`src/rtl/mod_arbiter.sv`:
```
// mod_arbiter: round-robin modulator arbiter with bursts, retune gap and downstream credits.
// Define ARB_STATS_EN to add per-requester grant/packet counters and a grant-end $display.
module mod_arbiter #(
   parameter int N_REQ      = 4,
   parameter int MAX_BURST  = 4,
   parameter int SWITCH_GAP = 2,
   parameter int CREDITS    = 8,
   parameter int DATA_W     = 8
) (
   input  logic                           clk,
   input  logic                           rst,
   input  logic [N_REQ-1:0][DATA_W-1:0]   req_data_i,
   input  logic [N_REQ-1:0]               req_valid_i,
   output logic [N_REQ-1:0]               req_ready_o,
   output logic [DATA_W-1:0]              mod_data_o,
   output logic                           mod_valid_o,
   input  logic                           credit_return_i,
   output logic [$clog2(N_REQ)-1:0]       grant_id_o,
   output logic                           busy_o,
   output logic                           credit_err_o
);
   localparam int GW = $clog2(N_REQ);
   localparam int CW = $clog2(CREDITS + 1);
   localparam int BW = $clog2(MAX_BURST + 1);
   localparam int PW = (SWITCH_GAP > 1) ? $clog2(SWITCH_GAP) : 1;
   localparam logic [1:0] IDLE = 2'd0;
   localparam logic [1:0] SEND = 2'd1;
   localparam logic [1:0] GAP  = 2'd2;

   logic [1:0]        state_q, state_d;
   logic [GW-1:0]     rr_ptr_q, rr_ptr_d, grant_q, grant_d, win, idx;
   logic [BW-1:0]     burst_cnt_q, burst_cnt_d;
   logic [PW-1:0]     gap_cnt_q, gap_cnt_d;
   logic [CW-1:0]     credit_cnt_q, credit_cnt_d;
   logic [DATA_W-1:0] mod_data_q, mod_data_d;
   logic              mod_valid_q, mod_valid_d, credit_err_q, credit_err_d;
   logic              has_credit, full, xfer, grant_end;

   assign has_credit = credit_cnt_q != '0;
   assign full       = credit_cnt_q == CW'(CREDITS);
   assign xfer       = (state_q == SEND) && req_valid_i[grant_q] && has_credit;
   assign grant_end  = (state_q == SEND) &&
                       (!req_valid_i[grant_q] || (xfer && burst_cnt_q == BW'(MAX_BURST - 1)));

   assign req_ready_o  = (state_q == SEND && has_credit) ? (N_REQ'(1) << grant_q) : '0;
   assign mod_data_o   = mod_data_q;
   assign mod_valid_o  = mod_valid_q;
   assign grant_id_o   = grant_q;
   assign busy_o       = state_q != IDLE;
   assign credit_err_o = credit_err_q;

   // Scan from farthest to nearest offset so the requester closest to rr_ptr wins.
   always_comb begin
      win = rr_ptr_q;
      idx = '0;
      for (int k = N_REQ - 1; k >= 0; k--) begin
         idx = GW'((int'(rr_ptr_q) + k) % N_REQ);
         if (req_valid_i[idx]) win = idx;
      end
   end

   always_comb begin
      state_d      = state_q;
      rr_ptr_d     = rr_ptr_q;
      grant_d      = grant_q;
      burst_cnt_d  = xfer ? burst_cnt_q + BW'(1) : burst_cnt_q;
      gap_cnt_d    = gap_cnt_q;
      mod_valid_d  = xfer;
      mod_data_d   = xfer ? req_data_i[grant_q] : mod_data_q;
      credit_cnt_d = (xfer && !credit_return_i)         ? credit_cnt_q - CW'(1) :
                     (!xfer && credit_return_i && !full) ? credit_cnt_q + CW'(1) : credit_cnt_q;
      credit_err_d = credit_err_q | (credit_return_i && !xfer && full);
      if (state_q == IDLE && |req_valid_i && has_credit) begin
         state_d     = SEND;
         grant_d     = win;
         burst_cnt_d = '0;
      end
      if (grant_end) begin
         rr_ptr_d  = (grant_q == GW'(N_REQ - 1)) ? '0 : grant_q + GW'(1);
         state_d   = (SWITCH_GAP > 0) ? GAP : IDLE;
         gap_cnt_d = '0;
      end
      if (state_q == GAP) begin
         gap_cnt_d = gap_cnt_q + PW'(1);
         if (gap_cnt_q == PW'(SWITCH_GAP - 1)) state_d = IDLE;
      end
   end

   always_ff @(posedge clk) begin
      if (rst) begin
         state_q      <= IDLE;
         rr_ptr_q     <= '0;
         grant_q      <= '0;
         burst_cnt_q  <= '0;
         gap_cnt_q    <= '0;
         credit_cnt_q <= CW'(CREDITS);
         mod_valid_q  <= 1'b0;
         mod_data_q   <= '0;
         credit_err_q <= 1'b0;
      end else begin
         state_q      <= state_d;
         rr_ptr_q     <= rr_ptr_d;
         grant_q      <= grant_d;
         burst_cnt_q  <= burst_cnt_d;
         gap_cnt_q    <= gap_cnt_d;
         credit_cnt_q <= credit_cnt_d;
         mod_valid_q  <= mod_valid_d;
         mod_data_q   <= mod_data_d;
         credit_err_q <= credit_err_d;
      end
   end

`ifdef ARB_STATS_EN
   logic [31:0] grant_count [N_REQ];
   logic [31:0] pkt_count   [N_REQ];

   always_ff @(posedge clk) begin
      if (rst) begin
         for (int i = 0; i < N_REQ; i++) begin
            grant_count[i] <= '0;
            pkt_count[i]   <= '0;
         end
      end else begin
         if (state_q == IDLE && state_d == SEND) grant_count[grant_d] <= grant_count[grant_d] + 32'd1;
         if (xfer) pkt_count[grant_q] <= pkt_count[grant_q] + 32'd1;
         if (grant_end) $display("Arbiter grant %0d burst %0d", grant_q, burst_cnt_d);
      end
   end
`else
`endif
endmodule

```
`config.mk`:
```
export PLATFORM = sky130hd
export DESIGN_NAME = mod_arbiter
export DESIGN_NICKNAME = d
export VERILOG_FILES = /design/src/rtl/mod_arbiter.sv
export SDC_FILE = /design/constraint.sdc
export NUM_CORES = 1
export LEC_CHECK = 0
export CAP_MARGIN = 0
export CORE_MARGIN = 4
export CORE_UTILIZATION = 45
export CTS_CLUSTER_SIZE = 16
export DETAILED_ROUTE_END_ITERATION = 12
export PLACE_DENSITY = 0.9
export SETUP_SLACK_MARGIN = 0.2
export SYNTH_ARGS = -nofsm -noshare
export SYNTH_HDL_FRONTEND = slang
export SYNTH_SLANG_ARGS = --single-unit
```
`constraint.sdc`:
```
create_clock -name clk -period 4.07 [get_ports clk]
set_clock_uncertainty 0.2 [all_clocks]
set_input_delay 1.0175 -clock clk [delete_from_list [all_inputs] [get_ports clk]]
set_output_delay 1.0175 -clock clk [all_outputs]
set_load 0.02 [all_outputs]
```
Yosys cells after proc, flatten, opt, wreduce, memory -nomap -nowiden
Cells that the tools add are included.
Word-level totals
  bits in registers: 24
  bits in latches: 0
  memory bits (writable): 0
  memory bits (read-only): 0
  input port bits: 39
  output and inout port bits: 17
  word-level logic and storage cells: 78
  memories kept: 0
Cells by class
  add/subtract/negate cells: 8
  multipliers: 0
  div/mod/pow operators: 0
  order comparisons: 5
  equality and inequality tests: 5
  shift operators: 1
  mux-type cells: 26
  bitwise gates (word level): 1
  reductions and logical operators: 23
Operators by type and width (number)
  2-to-1 mux 2 bit: 9
  binary-select mux 8 bit (select 2 bit): 1
  < comparator 2 x 3 -> 1 bit, second input constant: 5
  2-to-1 mux 4 bit: 3
  logical AND 1 bit: 11
  binary-select mux 1 bit (select 2 bit): 5
  2-to-1 mux 8 bit: 1
  2-to-1 mux 1 bit: 7
  nonzero test 2 bit: 3
  adder 2 x 1 -> 2 bit, second input constant: 2
  adder 2 bit, second input constant: 2
  adder 4 x 1 -> 4 bit, second input constant: 1
  == test 2 bit, second input constant: 2
  == test 4 bit, second input constant: 1
  logical NOT 1 bit: 4
  nonzero test 4 bit: 1
  OR reduction 4 bit: 1
  << shifter 1 x 2 -> 4 bit, first input constant: 1
  subtractor 4 x 1 -> 4 bit, second input constant: 1
  adder 3 x 1 -> 3 bit, second input constant: 1
  == test 3 x 2 -> 1 bit, second input constant: 1
  == test 2 x 1 -> 1 bit, second input constant: 1
  logical NOT 2 bit: 1
  OR reduction 2 bit: 1
  3 further kinds: 3

Logic depth before layout (Yosys ltp)
  depth after elaboration: 10
  gate-level depth with buffers: 9
  depth with buffers taken out: 7

Least setup slack after synthesis
Ideal clock, no wire load.
  path kind: input-to-reg
  from: in req_valid_i[3]
  to: reg credit_cnt_q[2]
  library setup time: 0.079 ns
  arrival time: 2.645 ns
  required time: 3.791 ns
  slack: 1.146 ns
  stages: 7
  buffers on the path: 0
  cell sequence: mux4_2 > and4_2 > xor2_1 > ha_1 > nor3_1 > or4_1 > o211ai_1
Between the ends
  word-level cells in the longest chain between the ends: 8
  elaborated cells on any way between the ends: 10
  classes of those cells: 3 x mux; 7 x reduce/logical
RTL lines
  from (decl): line 13  | input logic [N_REQ-1:0] req_valid_i,
  binary-select mux 1 bit (select 2 bit) (*): line 41  | assign xfer = (state_q == SEND) && req_valid_i[grant_q] && has_credit;
  2-to-1 mux 1 bit (not written as such) (*): line 41
  logical AND 1 bit (*) (2 in series): line 41
  logical NOT 1 bit: line 71  | (!xfer && credit_return_i && !full) ? credit_cnt_q + CW'(1) : credit_cnt_q;
  logical AND 1 bit (2 in series): line 71
  nonzero test 2 bit (no source line)
  to (signal assigned): line 96  | credit_cnt_q <= CW'(CREDITS);
  to (signal assigned): line 106  | credit_cnt_q <= credit_cnt_d;
  to (decl): line 34  | logic [CW-1:0] credit_cnt_q, credit_cnt_d;
Every way passes the cells marked *; elsewhere a longest branch is shown, timed or not. The select of a mux whose other input is x is not followed.
A chain may end at the register's enable or synchronous reset.

Worst setup path after layout
  from: reg credit_cnt_q[1]
  to: out req_ready_o[3]
Between the ends
  word-level cells in the longest chain between the ends: 3
RTL lines
  nonzero test 4 bit: line 39  | assign has_credit = credit_cnt_q != '0;
  logical AND 1 bit: line 45  | assign req_ready_o = (state_q == SEND && has_credit) ? (N_REQ'(1) << grant_q) : '0;
  2-to-1 mux 4 bit: line 45
  to (decl): line 14  | output logic [N_REQ-1:0] req_ready_o,
Every way passes these cells.

==> results.json <==
{
  "holdBufCountCts": 0,
  "synth.distinct_cells": 48,
  "vdd_drop_max_mv": 0.261,
  "grt_use_met2_pct": 30.8,
  "tns_ps": 0,
  "crit_path_end_kind": "primary output",
  "numPortBuffers": 55,
  "timing.fmax_mhz": 297,
  "slew_violations": 0,
  "grt_pass1_vias": 1359,
  "cp.required_ps": 2850,
  "cts-root-buf": "clkbuf_4",
  "antenna_left": 0,
  "die-area_um2": 4330,
  "synth-edff-count": 0,
  "first_pass_iters": 4,
  "period_share_pct": 82.9,
  "cts_buffer_depth": 2,
  "synth_cells": 165,
  "total_power_uw": 737,
  "diodes": 0,
  "die_h_um": 65.8,
  "cts_buffers": 3,
  "grt_overflow_total": 0,
  "nNetsFinal": 264,
  "dp_hpwl_um": 2850,
  "drc": 0,
  "grt_pass1_wl_um": 5890,
  "netlist.area_leader.share_pct": 31.9,
  "layout_common_cells": "clkdlybuf4s50_1, dfxtp_1, nand2_1, a21oi_1",
  "grt_max_degree": 15,
  "power_density_nw_per_um2": 351,
  "start_kind": "flip-flop",
  "finalSetupViolCount": 0,
  "rsz0062_at_grt": "false",
  "drt_iter0_drc": 134,
  "cts_resized": 0,
  "critPathMaxFanout": 12,
  "postCtsSetupBuffers": 0,
  "setup.worst_path.class": "flip-flop to primary output",
  "gr-usage-met3_pct": 5.44,
  "antenna_found_initial": 0,
  "layout-drive-gt1-share_pct": 13.4,
  "ys_seq_area_share_pct": 31.9,
  "wl_per_cell_um": 13.6,
  "io_pins": 56,
  "via_per_inst": 5.50,
  "syn_avg_cell_area_um2": 9.12,
  "clkLatencyLatePin_ps": 320,
  "fp.dieW_um": 65.8,
  "core_region_area_um2": 3130,
  "tightest_slew_ps": 576,
  "fin_crit_ps": 3370,
  "h-tree-depth": 1,
  "hp-class": "flip-flop to flip-flop",
  "area_growth_pct": 39.3,
  "synthesis.nets": 211,
  "path_clk_slew_ps": 120,
  "rows": 20,
  "wirelength_um": 3530,
  "synth.largest_area_cell": "dfxtp_1",
  "grt.busiest_layer": "met2",
  "mostFrequentLayoutCell": "clkdlybuf4s50_1",
  "synth_seq_cells": 24,
  "place_ws_ps": 509,
  "clock_sinks": 24,
  "cts_tree": "done",
  "ys.warnings.count": 0,
  "vias": 1430,
  "start_util_pct": 48.1,
  "synth_area_um2": 1510,
  "arrival_ps": 2150,
  "grtUsageMet1_pct": 20.4,
  "drv_cap": 0,
  "grt_usage_pct": 17.3,
  "async_reset_ff_share_pct": 0,
  "leakage_uw": 0.000767,
  "setup_slack_ps": 698,
  "netlist_top_cells_area": "dfxtp_1, mux4_2, ha_1",
  "status": "complete, no violations",
  "finalHoldViolCount": 0,
  "place_congestion": 0.826,
  "max_slew_margin_pct": 61.5,
  "ys.flop_type": "dfxtp_1"
}
==> state kept, by name (all words and copies together) (netlist names) <==
name          flops
credit_cnt_q      4
mod_valid_o       1
burst_cnt_q       3
grant_id_o        2
rr_ptr_q          2
state_q           2
mod_data_o        8
gap_cnt_q         1
credit_err_o      1
==> worst paths after layout <==
kind	startpoint	to	slack, ps	cells past startpoint
worst max-delay path	credit_cnt_q[1]	req_ready_o[3]	700	3
worst min-delay path	mod_data_o[5]	mod_data_o[5]	260	2
worst max register to register	grant_id_o[0]	credit_cnt_q[2]	1160	8
worst min register to register	mod_data_o[5]	mod_data_o[5]	260	2
==> metrics by stage <==
step           util (%)  hold WS, ps  area [um2]  instances
2_1_floorplan         -          267        1510        165
3_3_place_gp       66.3          241        2070        257
3_5_place_dp       66.3          246        2070        257
4_1_cts            67.0          263        2100        260
5_1_grt            67.0          286        2100        260
6_report           67.0          261        2100        260
==> critical path, stage by stage, from the launching register on <==
cell	delay [ps]
dfxtp_1	420
or4_4	650
and3_2	230
clkdlybuf4s50_1	530
==> synth_stat cells, drive strengths merged, types with 2 or more instances <==
library cell,number
ha,7
a21oi,12
nand2,20
dfxtp,24
nand3,3
nand4,2
and4,2
nand2b,2
inv,9
nor4,3
a21boi,2
mux2i,2
nor3,6
and3,5
buf,7
clkbuf,5
o21ai,7
nor2,9
mux4,9
a31oi,4
or4,2
nor2b,5
==> routing by layer <==
metal	part of all wire (%)	wire, um
met4	0.88	31
met1	38	1340
met5	0	0
met3	6.3	222
met2	55	1940
==> logic make-up after synthesis <==
kind of cell,count (synthesis),synth area share [%]
simple gates,64,23.1
flops,24,31.9
compound gates,36,16.0
buf+inv,21,7.15
mux,11,14.8
fa+ha+maj,7,5.82
xor+xnor,2,1.16
==> cell type report <==
| class | count | area, um2 |
|---|---|---|
| Sequential cell | 24 | 480 |
| Fill cell | 245 | 1030 |
| Inverter | 9 | 33.8 |
| Multi-Input combinational cell | 120 | 917 |
| Clock buffer | 3 | 22.5 |
| Timing Repair Buffer | 60 | 588 |
| Tap cell | 44 | 55.1 |
==> power breakdown <==
part	switching, uW	total [uW]	leakage (uW)	internal, uW
clock network	67.4	102	0.0000138	34.7
registers	37.4	306	0.000196	268
logic	154	329	0.000557	175
Note: power is estimated with default switching activity, not from simulation.
